$ cat config.mk
export PLATFORM = sky130hd
export DESIGN_NAME = bfnp_update_scheduler_flat
export DESIGN_NICKNAME = d
export VERILOG_FILES = /design/src/rtl/bfnp_pkg.sv /design/src/rtl/bfnp_update_scheduler_if.sv /design/src/rtl/bfnp_upd_fifo.sv /design/src/rtl/bfnp_update_scheduler.sv /design/src/flat_wrapper.sv
export SDC_FILE = /design/constraint.sdc
export NUM_CORES = 1
export LEC_CHECK = 0
export CAP_MARGIN = 20
export CORE_MARGIN = 3
export CORE_UTILIZATION = 59
export CTS_BUF_LIST = sky130_fd_sc_hd__clkbuf_4
export DETAILED_ROUTE_END_ITERATION = 16
export DONT_BUFFER_PORTS = 1
export GPL_TIMING_DRIVEN = 0
export PLACE_DENSITY = 0.78
export SYNTH_ARGS = -nofsm -noshare
export SYNTH_HDL_FRONTEND = slang
export SYNTH_SLANG_ARGS = --single-unit
$ cat constraint.sdc
create_clock -name clk -period 2.9 [get_ports clk]
set_input_delay 0.87 -clock clk [delete_from_list [all_inputs] [get_ports clk]]
set_output_delay 0.87 -clock clk [all_outputs]
set_load 0.03 [all_outputs]
$ cat src/rtl/bfnp_pkg.sv
// bfnp_pkg: shared types and constants for the BFNP update scheduler.
//   sched_state_t  : scheduler FSM states (INIT sweep, IDLE, ISSUE)
//   upd_entry_t    : queued training request {index, dir}
//   sum_magnitude  : |sum| widened by one bit so -2^(W-1) stays positive
package bfnp_pkg;

   localparam int BFNP_IDX_W         = 10;
   localparam int BFNP_SUM_W         = 9;
   localparam int BFNP_THETA_DEFAULT = 45;

   typedef enum logic [1:0] {
      INIT,
      IDLE,
      ISSUE
   } sched_state_t;

   typedef struct packed {
      logic [BFNP_IDX_W-1:0] index;
      logic                  dir;
   } upd_entry_t;

   function automatic logic [BFNP_SUM_W:0] sum_magnitude(input logic [BFNP_SUM_W-1:0] sum);
      logic [BFNP_SUM_W:0] ext;
      ext = {sum[BFNP_SUM_W-1], sum};
      return ext[BFNP_SUM_W] ? ('0 - ext) : ext;
   endfunction

endpackage

$ cat src/rtl/bfnp_update_scheduler_if.sv
// bfnp_update_scheduler_if: training-request handshake and table-write bus.
//   req_valid/req_index/req_dir/req_mispred/req_sum -> scheduler, req_ready <- scheduler
//   upd_en/upd_index/upd_dir/upd_clear <- scheduler (write strobe to the tables)
//   master: request producer / table side; slave: the scheduler.
interface bfnp_update_scheduler_if;
   import bfnp_pkg::*;

   logic                         req_valid;
   logic [BFNP_IDX_W-1:0]        req_index;
   logic                         req_dir;
   logic                         req_mispred;
   logic signed [BFNP_SUM_W-1:0] req_sum;
   logic                         req_ready;

   logic                         upd_en;
   logic [BFNP_IDX_W-1:0]        upd_index;
   logic                         upd_dir;
   logic                         upd_clear;

   modport master (
      output req_valid, req_index, req_dir, req_mispred, req_sum,
      input  req_ready,
      input  upd_en, upd_index, upd_dir, upd_clear
   );

   modport slave (
      input  req_valid, req_index, req_dir, req_mispred, req_sum,
      output req_ready,
      output upd_en, upd_index, upd_dir, upd_clear
   );

endinterface

$ cat src/rtl/bfnp_upd_fifo.sv
// bfnp_upd_fifo: DEPTH-entry FIFO of training requests.
//   clk, rst (async active-low), push/din, pop/dout (head, valid when !empty),
//   full, empty, count (registered occupancy).
module bfnp_upd_fifo import bfnp_pkg::*; #(
   parameter int unsigned DEPTH = 4
) (
   input  logic                   clk,
   input  logic                   rst,
   input  logic                   push,
   input  logic                   pop,
   input  upd_entry_t             din,
   output upd_entry_t             dout,
   output logic                   full,
   output logic                   empty,
   output logic [$clog2(DEPTH):0] count
);

   localparam int unsigned PTR_W = $clog2(DEPTH);
   localparam int unsigned CNT_W = PTR_W + 1;

   upd_entry_t       mem [DEPTH];
   logic [PTR_W-1:0] rd_ptr;
   logic [PTR_W-1:0] wr_ptr;
   logic             do_push;
   logic             do_pop;

   assign full    = (count == CNT_W'(DEPTH));
   assign empty   = (count == '0);
   assign do_push = push && !full;
   assign do_pop  = pop && !empty;
   assign dout    = mem[rd_ptr];

   always_ff @(posedge clk or negedge rst) begin
      if (!rst) begin
         rd_ptr <= '0;
         wr_ptr <= '0;
         count  <= '0;
      end else begin
         if (do_push) wr_ptr <= wr_ptr + PTR_W'(1);
         if (do_pop)  rd_ptr <= rd_ptr + PTR_W'(1);
         case ({do_push, do_pop})
            2'b10:   count <= count + CNT_W'(1);
            2'b01:   count <= count - CNT_W'(1);
            default: count <= count;
         endcase
      end
   end

   always_ff @(posedge clk) begin
      if (do_push) mem[wr_ptr] <= din;
   end

endmodule

$ cat src/rtl/bfnp_update_scheduler.sv
// bfnp_update_scheduler: schedules training writes to the bias/perceptron/BF tables.
//   clk, rst (async active-low), stall, pred_read (prediction owns the table port),
//   bus (slave): request handshake in, table write strobe out,
//   init_busy, fifo_count, train_count (saturating count of training writes).
// After reset the tables are cleared by a sweep of TBL_ENTRIES zeroing writes.
// Optional: `define BFNP_THRESHOLD_TRAIN_EN also trains correct predictions
// whose |sum| <= THETA; otherwise only mispredictions train.
module bfnp_update_scheduler import bfnp_pkg::*; #(
   parameter int unsigned DEPTH       = 4,
   parameter int unsigned THETA       = BFNP_THETA_DEFAULT,
   parameter int unsigned TBL_ENTRIES = 1024
) (
   input  logic                      clk,
   input  logic                      rst,
   input  logic                      stall,
   input  logic                      pred_read,
   bfnp_update_scheduler_if.slave    bus,
   output logic                      init_busy,
   output logic [$clog2(DEPTH):0]    fifo_count,
   output logic [15:0]               train_count
);

   localparam int unsigned CNT_W = $clog2(DEPTH) + 1;

   sched_state_t          state;
   sched_state_t          state_nxt;
   logic [BFNP_IDX_W-1:0] sweep_idx;
   logic                  sweep_last;
   logic                  fifo_full;
   logic                  fifo_empty;
   logic                  accept;
   logic                  qualify;
   logic                  push;
   logic                  pop;
   upd_entry_t            head;
   upd_entry_t            entry_in;

   assign sweep_last    = (sweep_idx == BFNP_IDX_W'(TBL_ENTRIES - 1));
   assign init_busy     = (state == INIT);
   // Ready depends only on registered occupancy, so a same-cycle pop never frees a slot.
   assign bus.req_ready = (state != INIT) && !fifo_full;
   assign accept        = bus.req_valid && bus.req_ready && !stall;

`ifdef BFNP_THRESHOLD_TRAIN_EN
   // Magnitude is one bit wider than the sum so -256 reads as 256 and never passes.
   assign qualify = bus.req_mispred || (32'(sum_magnitude(bus.req_sum)) <= THETA);
`else
   logic unused_sum;
   assign unused_sum = ^bus.req_sum;
   assign qualify    = bus.req_mispred;
`endif

   assign push     = accept && qualify;
   assign pop      = (state == ISSUE) && !stall && !pred_read && !fifo_empty;
   assign entry_in = '{index: bus.req_index, dir: bus.req_dir};

   bfnp_upd_fifo #(.DEPTH(DEPTH)) u_fifo (
      .clk   (clk),
      .rst   (rst),
      .push  (push),
      .pop   (pop),
      .din   (entry_in),
      .dout  (head),
      .full  (fifo_full),
      .empty (fifo_empty),
      .count (fifo_count)
   );

   always_ff @(posedge clk or negedge rst) begin
      if (!rst) begin
         state       <= INIT;
         sweep_idx   <= '0;
         train_count <= '0;
      end else begin
         state <= state_nxt;
         if (state == INIT) sweep_idx <= sweep_last ? '0 : sweep_idx + BFNP_IDX_W'(1);
         if (pop && (train_count != '1)) train_count <= train_count + 16'd1;
      end
   end

   always_comb begin
      state_nxt = state;
      case (state)
         INIT:    if (sweep_last) state_nxt = IDLE;
         IDLE:    if (!fifo_empty) state_nxt = ISSUE;
         ISSUE:   if (pop && (fifo_count == CNT_W'(1)) && !push) state_nxt = IDLE;
         default: state_nxt = INIT;
      endcase
   end

   // Strobe is qualified by rst so nothing is written while reset is held.
   always_comb begin
      bus.upd_en    = 1'b0;
      bus.upd_clear = 1'b0;
      bus.upd_index = '0;
      bus.upd_dir   = 1'b0;
      if (rst) begin
         if (state == INIT) begin
            bus.upd_en    = 1'b1;
            bus.upd_clear = 1'b1;
            bus.upd_index = sweep_idx;
         end else if (pop) begin
            bus.upd_en    = 1'b1;
            bus.upd_index = head.index;
            bus.upd_dir   = head.dir;
         end
      end
   end

endmodule

$ cat src/flat_wrapper.sv
// flat-port wrapper written by rule: the top's interface ports become plain ports
module bfnp_update_scheduler_flat import bfnp_pkg::*;
#(
   parameter int unsigned DEPTH       = 4,
   parameter int unsigned THETA       = BFNP_THETA_DEFAULT,
   parameter int unsigned TBL_ENTRIES = 1024
)
  (clk, rst, stall, pred_read, init_busy, fifo_count, train_count, bus_req_valid, bus_req_index, bus_req_dir, bus_req_mispred, bus_req_sum, bus_req_ready, bus_upd_en, bus_upd_index, bus_upd_dir, bus_upd_clear);
  bfnp_update_scheduler_if bus_i ();
  input  logic clk;
  input  logic rst;
  input  logic stall;
  input  logic pred_read;
  output logic init_busy;
  output logic [$clog2(DEPTH):0] fifo_count;
  output logic [15:0] train_count;
  input wire logic [$bits(bus_i.req_valid)-1:0] bus_req_valid;
  input wire logic [$bits(bus_i.req_index)-1:0] bus_req_index;
  input wire logic [$bits(bus_i.req_dir)-1:0] bus_req_dir;
  input wire logic [$bits(bus_i.req_mispred)-1:0] bus_req_mispred;
  input wire logic [$bits(bus_i.req_sum)-1:0] bus_req_sum;
  output wire logic [$bits(bus_i.req_ready)-1:0] bus_req_ready;
  output wire logic [$bits(bus_i.upd_en)-1:0] bus_upd_en;
  output wire logic [$bits(bus_i.upd_index)-1:0] bus_upd_index;
  output wire logic [$bits(bus_i.upd_dir)-1:0] bus_upd_dir;
  output wire logic [$bits(bus_i.upd_clear)-1:0] bus_upd_clear;
  assign bus_i.req_valid = bus_req_valid;
  assign bus_i.req_index = bus_req_index;
  assign bus_i.req_dir = bus_req_dir;
  assign bus_i.req_mispred = bus_req_mispred;
  assign bus_i.req_sum = bus_req_sum;
  assign bus_req_ready = bus_i.req_ready;
  assign bus_upd_en = bus_i.upd_en;
  assign bus_upd_index = bus_i.upd_index;
  assign bus_upd_dir = bus_i.upd_dir;
  assign bus_upd_clear = bus_i.upd_clear;
  bfnp_update_scheduler #(.DEPTH(DEPTH), .THETA(THETA), .TBL_ENTRIES(TBL_ENTRIES)) u_core (.clk(clk), .rst(rst), .stall(stall), .pred_read(pred_read), .bus(bus_i), .init_busy(init_busy), .fifo_count(fifo_count), .train_count(train_count));
endmodule
## Word-level counts from Yosys, hierarchy flattened

Memories as Yosys holds them, arrays and structs flattened.
Index checks and enable logic that the tools add are counted.

- Memories kept: 1
- Memory bits (writable): 44
- Bits in registers: 35
- Output and inout port bits: 34
- Bits of input ports: 26

- Multiplexer cells: 19
- Equality and inequality tests: 11
- Reduce and logical (&&, ||, !) cells: 22
- $add $sub $neg: 6

Memories:

| memory | depth | bits a word | read ports | clocked after Yosys merged registers in | wr ports | line | text |
|---|---|---|---|---|---|---|---|
| u_core.u_fifo.mem | 4 | 11 | 1 | 0 | 1 | bfnp_upd_fifo.sv:21 | `upd_entry_t mem [DEPTH];` |

Operator list:

| operator | number |
|---|---|
| $mux W10 | 4 |
| $add A16 B1 Y16 const B | 1 |
| $ne A16 B16 Y1 const B | 1 |
| $logic_and A1 B1 Y1 | 12 |
| $add A10 B1 Y10 const B | 1 |
| $eq A10 B10 Y1 const B | 1 |
| $mux W1 | 10 |
| $mux W2 | 3 |
| $pmux W2 S3 | 1 |
| $pmux W3 S2 | 1 |
| $logic_not A1 Y1 | 5 |
| $add A2 B1 Y2 const B | 2 |
| $eq A2 B1 Y1 const B | 2 |
| $eq A2 B2 Y1 const B | 2 |
| $ne A2 B2 Y1 const B | 2 |
| $reduce_bool A2 Y1 | 2 |
| $add A3 B1 Y3 const B | 1 |
| $eq A3 B1 Y1 const B | 1 |
| $eq A3 B3 Y1 const B | 1 |
| $logic_not A3 Y1 | 1 |
| $reduce_and A3 Y1 | 1 |
| $sub A3 B1 Y3 const B | 1 |
| $logic_not A2 Y1 | 1 |
| $ne A2 B1 Y1 const B | 1 |

## Depth between registers and ports, before layout

Gate-level depths: netlist (run 1).

- Word-level depth: 10
- Gate-level depth with buffers: 9
- Depth with buffers taken out: 9

## Hierarchy

A second synthesis (run 1) with hierarchy kept.

- Cell total of the unflattened synthesis: 261
- Area, all modules: 3637.2 sq um

By module, submodules not included:

| module | area each (sq um) | times used | seq. area each (sq um) | cells each |
|---|---|---|---|---|
| bfnp_upd_fifo | 2031.9 | 1 | 1496.4 | 94 |
| bfnp_update_scheduler | 1605.3 | 1 | 700.7 | 167 |

## Worst setup path before layout (run 1)

Ideal clock, no wire load.

- Kind: in2out
- From: input stall
- To: output bus_upd_index[0]
- Required time: 2.030 ns
- Data arrival time: 2.864 ns
- Stages on the path: 5
- Path slack: -0.834 ns
- Path buffers: 1
- Cell sequence: or4b_4 buf_6 nor2_2 o21a_1 a21boi_0

- Word-level cells in the longest chain between the ends: 7

Ends and longest elaborated chain:

| element | line | text |
|---|---|---|
| start: declaration | flat_wrapper.sv:12 | `input logic stall;` |
| $logic_not A1 Y1 | bfnp_update_scheduler.sv:54 | `assign pop = (state == ISSUE) && !stall && !pred_read && !fifo_empty;` |
| $logic_and A1 B1 Y1 (3 in a row) | bfnp_update_scheduler.sv:54 |  |
| $mux W10 | bfnp_update_scheduler.sv:102 | `end else if (pop) begin` |
| $mux W10 | bfnp_update_scheduler.sv:98 | `if (state == INIT) begin` |
| $mux W10 | bfnp_update_scheduler.sv:97 | `if (rst) begin` |
| end: declaration | flat_wrapper.sv:24 | `output wire logic [$bits(bus_i.upd_index)-1:0] bus_upd_index;` |

No other way between the ends.

## Final worst setup path (run 1)

- From: input pred_read
- To: output bus_upd_index[1]

- Word-level cells in the longest chain between the ends: 6

Ends and longest elaborated chain:

| element | line | text |
|---|---|---|
| start: declaration | flat_wrapper.sv:13 | `input logic pred_read;` |
| $logic_not A1 Y1 | bfnp_update_scheduler.sv:54 |  |
| $logic_and A1 B1 Y1 (2 in a row) | bfnp_update_scheduler.sv:54 |  |
| $mux W10 | bfnp_update_scheduler.sv:102 |  |
| $mux W10 | bfnp_update_scheduler.sv:98 |  |
| $mux W10 | bfnp_update_scheduler.sv:97 |  |

No other way between the ends.

==> impl_metrics.tcl, run 1 <==
set metrics [dict create \
    p_leak_uw 0.00160 \
    rsz0062_at_grt "true" \
    io_pins 60 \
    htreeDepth 3 \
    globalRouteOverflowTotal 0 \
    num_vias 2140 \
    grt_pass1_vias 2089 \
    avgViaCountPerCell 6.11 \
    drtIter0Drc 93 \
    fin_crit_sh_pct 103 \
    start_util_pct 63.4 \
    ys_seq_elements 79 \
    place_congestion 0.746 \
    cp.required_ns 2.03 \
    dieArea_mm2 0.00711 \
    wl_um 6570 \
    hold_path.class "input pin to async pin" \
    cts_tree "done" \
    num_antenna_cells 0 \
    setup_slack_ns -0.0899 \
    drv_slew 0 \
    fmax_ghz 0.334 \
    worst_pin_slew_ns 0.729 \
    hold_slack_ns 0.0884 \
    vdd_drop_max_mv 0.380 \
    numCtsBuffers 9 \
    fill_cells 373 \
    cts_root_buffer "clkbuf_4" \
    syn_area_per_cell_um2 14.4 \
    detail-route-antenna-nets 0 \
    drv_cap 0 \
    clk_pin_slew_ns 0.16 \
    rows 27 \
    setup_viol 11 \
    setup_tns_ns -0.774 \
    dp_hpwl_um 4390 \
    dpl_cell_area_mm2 0.00377 \
    post_route_cells_drive_above_1_share_pct 28.4 \
    synth_cell_types 48 \
    drc 0 \
    clockBufferDepth 2 \
    dr.pass1.iters 4 \
    grt_max_degree 39 \
    crit_path_max_fanout 5 \
    synthFlopType "edfxtp_1" \
    clkLatencyLatePin_ns 0.45 \
    grt_pass1_wl_um 10600 \
    synth-edff-count 44 \
    area_growth_pct 12.5 \
    finalHoldViolCount 0 \
    cts.sinks 79 \
    skew_ns 0.0252 \
    postSynthCellCount 252 \
    design_area_mm2 0.00407 \
    routedWlPerCell_um 18.8 \
    async_flop_share_pct 44.3 \
    seqCellArea_mm2 0.00220 \
    pwr_density_cell_mw_per_mm2 461 \
    ys_seq_area_share_pct 60.7 \
    path_class "input pin to output pin" \
    track_usage_pct 19.5 \
    coreArea_mm2 0.00571 \
    r2r_setup_slack_ns 0.13 \
    syn_nets 289 \
    fin_nets 310 \
    final_util_pct 71.3 \
    period_needed_ns 2.99 \
    end_kind "output pin" \
    io_buffer_count 0 \
    grt_antenna_before_repair 0 \
    crit_arrival_ns 2.12 \
    slew_headroom_pct 50.9 \
    status "finished, violations left" \
    ys_warn_count 0 \
    multi_input_area_mm2 0.00143 \
    failed_checks "negative setup slack" \
    die_w_um 84.3 \
    worst_setup_path_start_kind "input pin" \
    fp.dieH_um 84.3 \
    synth_area_mm2 0.00362 \
]
## what timing repair did
item	4_1_cts	5_1_grt
setup buffers	8	2
pin swaps	4	8
gates cloned	1	0
hold buffers	0	0
gates resized for setup	15	11
setup endpoints to repair	60	51
## state kept, by name, summed over array words and instances, names as in the netlist
register              count
u_core.state              2
u_core.u_fifo.wr_ptr      2
u_core.train_count       16
u_core.u_fifo.rd_ptr      2
u_core.u_fifo.count       3
u_core.u_fifo.mem        44
u_core.sweep_idx         10
## synthesized netlist by cell type, types with 2 or more instances
cell,number,area [um2]
a21oi_1,3,15.0
nor2b_1,2,12.5
or2_2,2,12.5
xnor2_1,20,175
mux4_2,11,248
a21boi_0,2,15.0
a32o_1,7,70.1
nand2_1,12,45.0
nand3_1,8,40.0
xor2_1,5,43.8
nor3_1,3,15.0
nor2_1,8,30.0
dfrtp_1,35,876
or3_1,2,12.5
o21ai_0,10,50.1
nand4bb_1,2,22.5
nand3b_1,3,22.5
nand4_1,9,56.3
clkbuf_1,3,11.3
nor4_4,2,42.5
inv_1,10,37.5
and4_1,2,17.5
nor4_1,2,12.5
ha_1,11,138
and3_1,5,31.3
buf_2,3,15.0
and2_1,5,31.3
edfxtp_1,44,1320
o21a_1,2,15.0
## path summary, 6_finish.rpt
kind	from	end	depth (start not counted)
worst min-delay path	rst	u_core.sweep_idx[2]$_DFFE_PN0P_	0
min in group clk	bus_req_index[5]	u_core.u_fifo.mem[0][6]$_DFFE_PP_	0
max in group asynchronous	rst	u_core.u_fifo.count[1]$_DFFE_PN0P_	0
worst max-delay path	pred_read	bus_upd_index[1]	5
worst min register to register	u_core.sweep_idx[8]$_DFFE_PN0P_	u_core.sweep_idx[8]$_DFFE_PN0P_	1
worst max register to register	u_core.u_fifo.count[0]$_DFFE_PN0P_	u_core.u_fifo.mem[2][10]$_DFFE_PP_	5
## kinds of logic after synthesis
family,synth area share [%]
AOI/OAI and AO/OA,5.43
xor gates and xnor gates,6.05
adders and majority gates,3.80
buffers and inverters,2.42
DFF,60.7
muxes,8.16
and+or+nand+nor,13.4
## metrics by stage
step	worst slack, ns	std cells	power (uW)
global route	-0.117	350	1940
finish	-0.0899	350	1880
floorplan	-0.168	252	1240
global placement	-0.291	324	1240
CTS	-0.135	348	1880
detailed placement	-0.299	324	1240
## power by group
| group | switching (uW) | internal, uW |
|---|---|---|
| Clock | 449 | 204 |
| Combinational | 18.3 | 13.9 |
| Sequential | 3.18 | 1190 |
## worst max-delay path, stage by stage
cell and delay (ns):
or4b_4 0.54, nor2_4 0.16, buf_12 0.13, buf_8 0.11, a32o_2 0.30
## cells in the final DEF, fill, tap and decap left out, types with 2 or more instances in the layout
cell type / instances
and2_4: 2
clkbuf_4: 9
nor4_1: 2
nor2_4: 2
ha_1: 10
clkbuf_2: 2
a32o_2: 7
a21oi_1: 3
or2_2: 2
nor2_1: 7
dfrtp_2: 3
mux4_2: 11
nor4_4: 2
nand3_1: 8
nand2_1: 11
edfxtp_1: 44
xor2_1: 5
and4_1: 2
xnor2_1: 20
buf_8: 2
a21boi_4: 2
buf_6: 2
or3_1: 2
nand4bb_1: 2
o21ai_0: 10
inv_6: 3
nand4_1: 9
and3_1: 4
and2_1: 4
inv_1: 8
inv_8: 2
nor2b_4: 2
nand3b_1: 3
buf_4: 10
nor3_1: 3
dfrtp_1: 32
## layer usage
layer | vias to the layer above | track usage, % | wire length (um)
met4 | 0 | 8.33 | 118
li1 | 991 | - | -
met1 | 1074 | 22.3 | 2630
met5 | - | 0 | 0
met2 | 63 | 32.8 | 3420
met3 | 12 | 7.26 | 406
## final cells by class
cell class              instances  area share (%)
flip-flops and latches         79            54.1
inverters                      10           0.984
plain buffers                   8            1.66
well taps                      72            2.21
repair buffers                 11            2.43
clock buffers                   9            1.66
multi-input cells             154            35.2
clock inverters                 7            1.78
No activity file was read; power rests on OpenSTA's default activity.
==> run 2, diff against run 1 <==
--- a/config.mk
+++ b/config.mk
@@ -12,6 +12,7 @@
 export DETAILED_ROUTE_END_ITERATION = 16
 export DONT_BUFFER_PORTS = 1
 export GPL_TIMING_DRIVEN = 0
+export MAX_ROUTING_LAYER = met4
 export PLACE_DENSITY = 0.78
 export SYNTH_ARGS = -nofsm -noshare
 export SYNTH_HDL_FRONTEND = slang
==> impl_metrics.tcl, run 2 (synthesis results as in run 1) <==
set metrics [dict create \
    status "finished, violations left" \
    failed_checks "negative setup slack" \
    crit_arrival_ns 2.12 \
    cp.required_ns 2.03 \
    place_congestion 0.755 \
    wl_um 6530 \
    detail-route-antenna-nets 0 \
    end_kind "output pin" \
    routedWlPerCell_um 18.6 \
    final_cell_mix "edfxtp_1, dfrtp_1, xnor2_1" \
    coreArea_mm2 0.00571 \
    num_antenna_cells 0 \
    combPwrFrac_pct 1.7 \
    swShare_pct 24.9 \
    pwr_density_cell_mw_per_mm2 460 \
    io_pins 60 \
    die_w_um 84.3 \
    final_cells 350 \
    cts_root_buffer "clkbuf_4" \
    post_route_cells_drive_above_1_share_pct 28.4 \
    intPower_uw 1410 \
    p_clk_share_pct 34.6 \
    numCtsBuffers 9 \
    drtIter0Drc 108 \
    fin_crit_sh_pct 103 \
    design_area_mm2 0.00407 \
    cts_tree "done" \
    rows 27 \
    rsz0062_at_grt "true" \
    worst_setup_path_start_kind "input pin" \
    clk_pin_slew_ns 0.15 \
    reg_top3 "u_core.u_fifo.mem (44), u_core.train_count (16), u_core.sweep_idx (10)" \
    worst_pin_slew_ns 0.729 \
    hold_slack_ns 0.0941 \
    crit_path_max_fanout 5 \
    dr.pass1.iters 4 \
    final_util_pct 71.3 \
    dpl_cell_area_mm2 0.00377 \
    dieArea_mm2 0.00711 \
    drv_slew 0 \
    grt_pass1_vias 2090 \
    final_common_cell "edfxtp_1" \
    finalHoldViolCount 0 \
    fin_nets 310 \
    avgViaCountPerCell 6.07 \
    vdd_drop_max_mv 0.383 \
    drv_cap 0 \
    seqPwrFrac_pct 63.6 \
    skew_ns 0.0228 \
    area_growth_pct 12.5 \
    htreeDepth 3 \
    largest-register "u_core.u_fifo.mem" \
    fmax_ghz 0.335 \
    dp_hpwl_um 4390 \
    period_needed_ns 2.99 \
    fp.dieH_um 84.3 \
    p_sw_uw 467 \
    cts.sinks 79 \
    slew_headroom_pct 50.9 \
    drc 0 \
    path_class "input pin to output pin" \
    setup_viol 11 \
    clockBufferDepth 2 \
    hold_path.class "input pin to async pin" \
    setup_slack_ns -0.0867 \
    num_vias 2125 \
    start_util_pct 63.4 \
    clkLatencyLatePin_ns 0.45 \
    p_leak_uw 0.00160 \
    globalRouteOverflowTotal 0 \
    grt_pass1_wl_um 10600 \
    track_usage_pct 20.1 \
    io_buffer_count 0 \
    cts-hold-fix-buffers 0 \
    largest_register_ffs 44 \
    dp.cells 324 \
    grt_antenna_before_repair 0 \
    grt_max_degree 39 \
]
==> run 2: cell counts in the layout (fill, tap and decap cells not counted) <==
No cell type changed its count.
==> run 2: worst max-delay path, cell delays in order <==
cell,delay (ns)
or4b_4,0.54
nor2_4,0.16
buf_12,0.13
buf_8,0.11
a32o_2,0.30
==> run 2: path summary, 6_finish.rpt <==
kind / start / endpoint / slack, ns / cells past startpoint
worst min-delay path: rst / u_core.train_count[0]$_DFFE_PN0P_ / 0.09 / 0
worst min register to register: u_core.sweep_idx[8]$_DFFE_PN0P_ / u_core.sweep_idx[8]$_DFFE_PN0P_ / 0.52 / 1
max in group asynchronous: rst / u_core.u_fifo.count[1]$_DFFE_PN0P_ / 2.71 / 0
worst max register to register: u_core.u_fifo.count[0]$_DFFE_PN0P_ / u_core.u_fifo.mem[0][1]$_DFFE_PP_ / 0.13 / 5
worst max-delay path: pred_read / bus_upd_index[1] / -0.09 / 5
min in group clk: bus_req_index[6] / u_core.u_fifo.mem[3][7]$_DFFE_PP_ / 0.50 / 0
==> run 2: timing repair <==
| action | CTS | global route |
|---|---|---|
| endpoints found under the setup margin | 60 | 51 |
| gates cloned | 1 | 0 |
| resized for setup | 15 | 11 |
| pin swaps | 4 | 8 |
| buffers inserted | 8 | 2 |
==> run 2: cell type report <==
cell class | count | area (um2)
repair buffers | 11 | 98.8
flip-flops and latches | 79 | 2200
well taps | 72 | 90.1
fillers | 373 | 1640
clock buffers | 9 | 67.6
inverters | 10 | 40.0
plain buffers | 8 | 67.6
multi-input cells | 154 | 1430
clock inverters | 7 | 72.6
==> run 2: stage by stage <==
stage	power, uW	TNS (ns)	worst slack, ns
after floorplan	1240	-1.10	-0.168
after detailed placement	1240	-15.00	-0.299
after global routing	1940	-1.20	-0.122
after CTS	1880	-0.680	-0.135
after global placement	1240	-14.99	-0.291
final	1870	-0.757	-0.0867
==> run 2: routing by layer <==
layer | global-route usage [%] | up-vias | part of all wire (%)
li1 | - | 989 | -
met1 | 22.4 | 1066 | 40
met2 | 32.7 | 57 | 52
met3 | 7.46 | 13 | 5.8
met4 | 8.33 | 0 | 2.1
met5 | - | - | 0
==> run 2: power groups by stage <==
stage | clock network [uW] | registers (uW) | logic, uW
floorplan | 0 | 1210 | 21.7
global placement | 0 | 1220 | 24.6
detailed placement | 0 | 1220 | 25.3
CTS | 656 | 1190 | 29.3
global route | 713 | 1190 | 34.6
finish | 649 | 1190 | 32.1
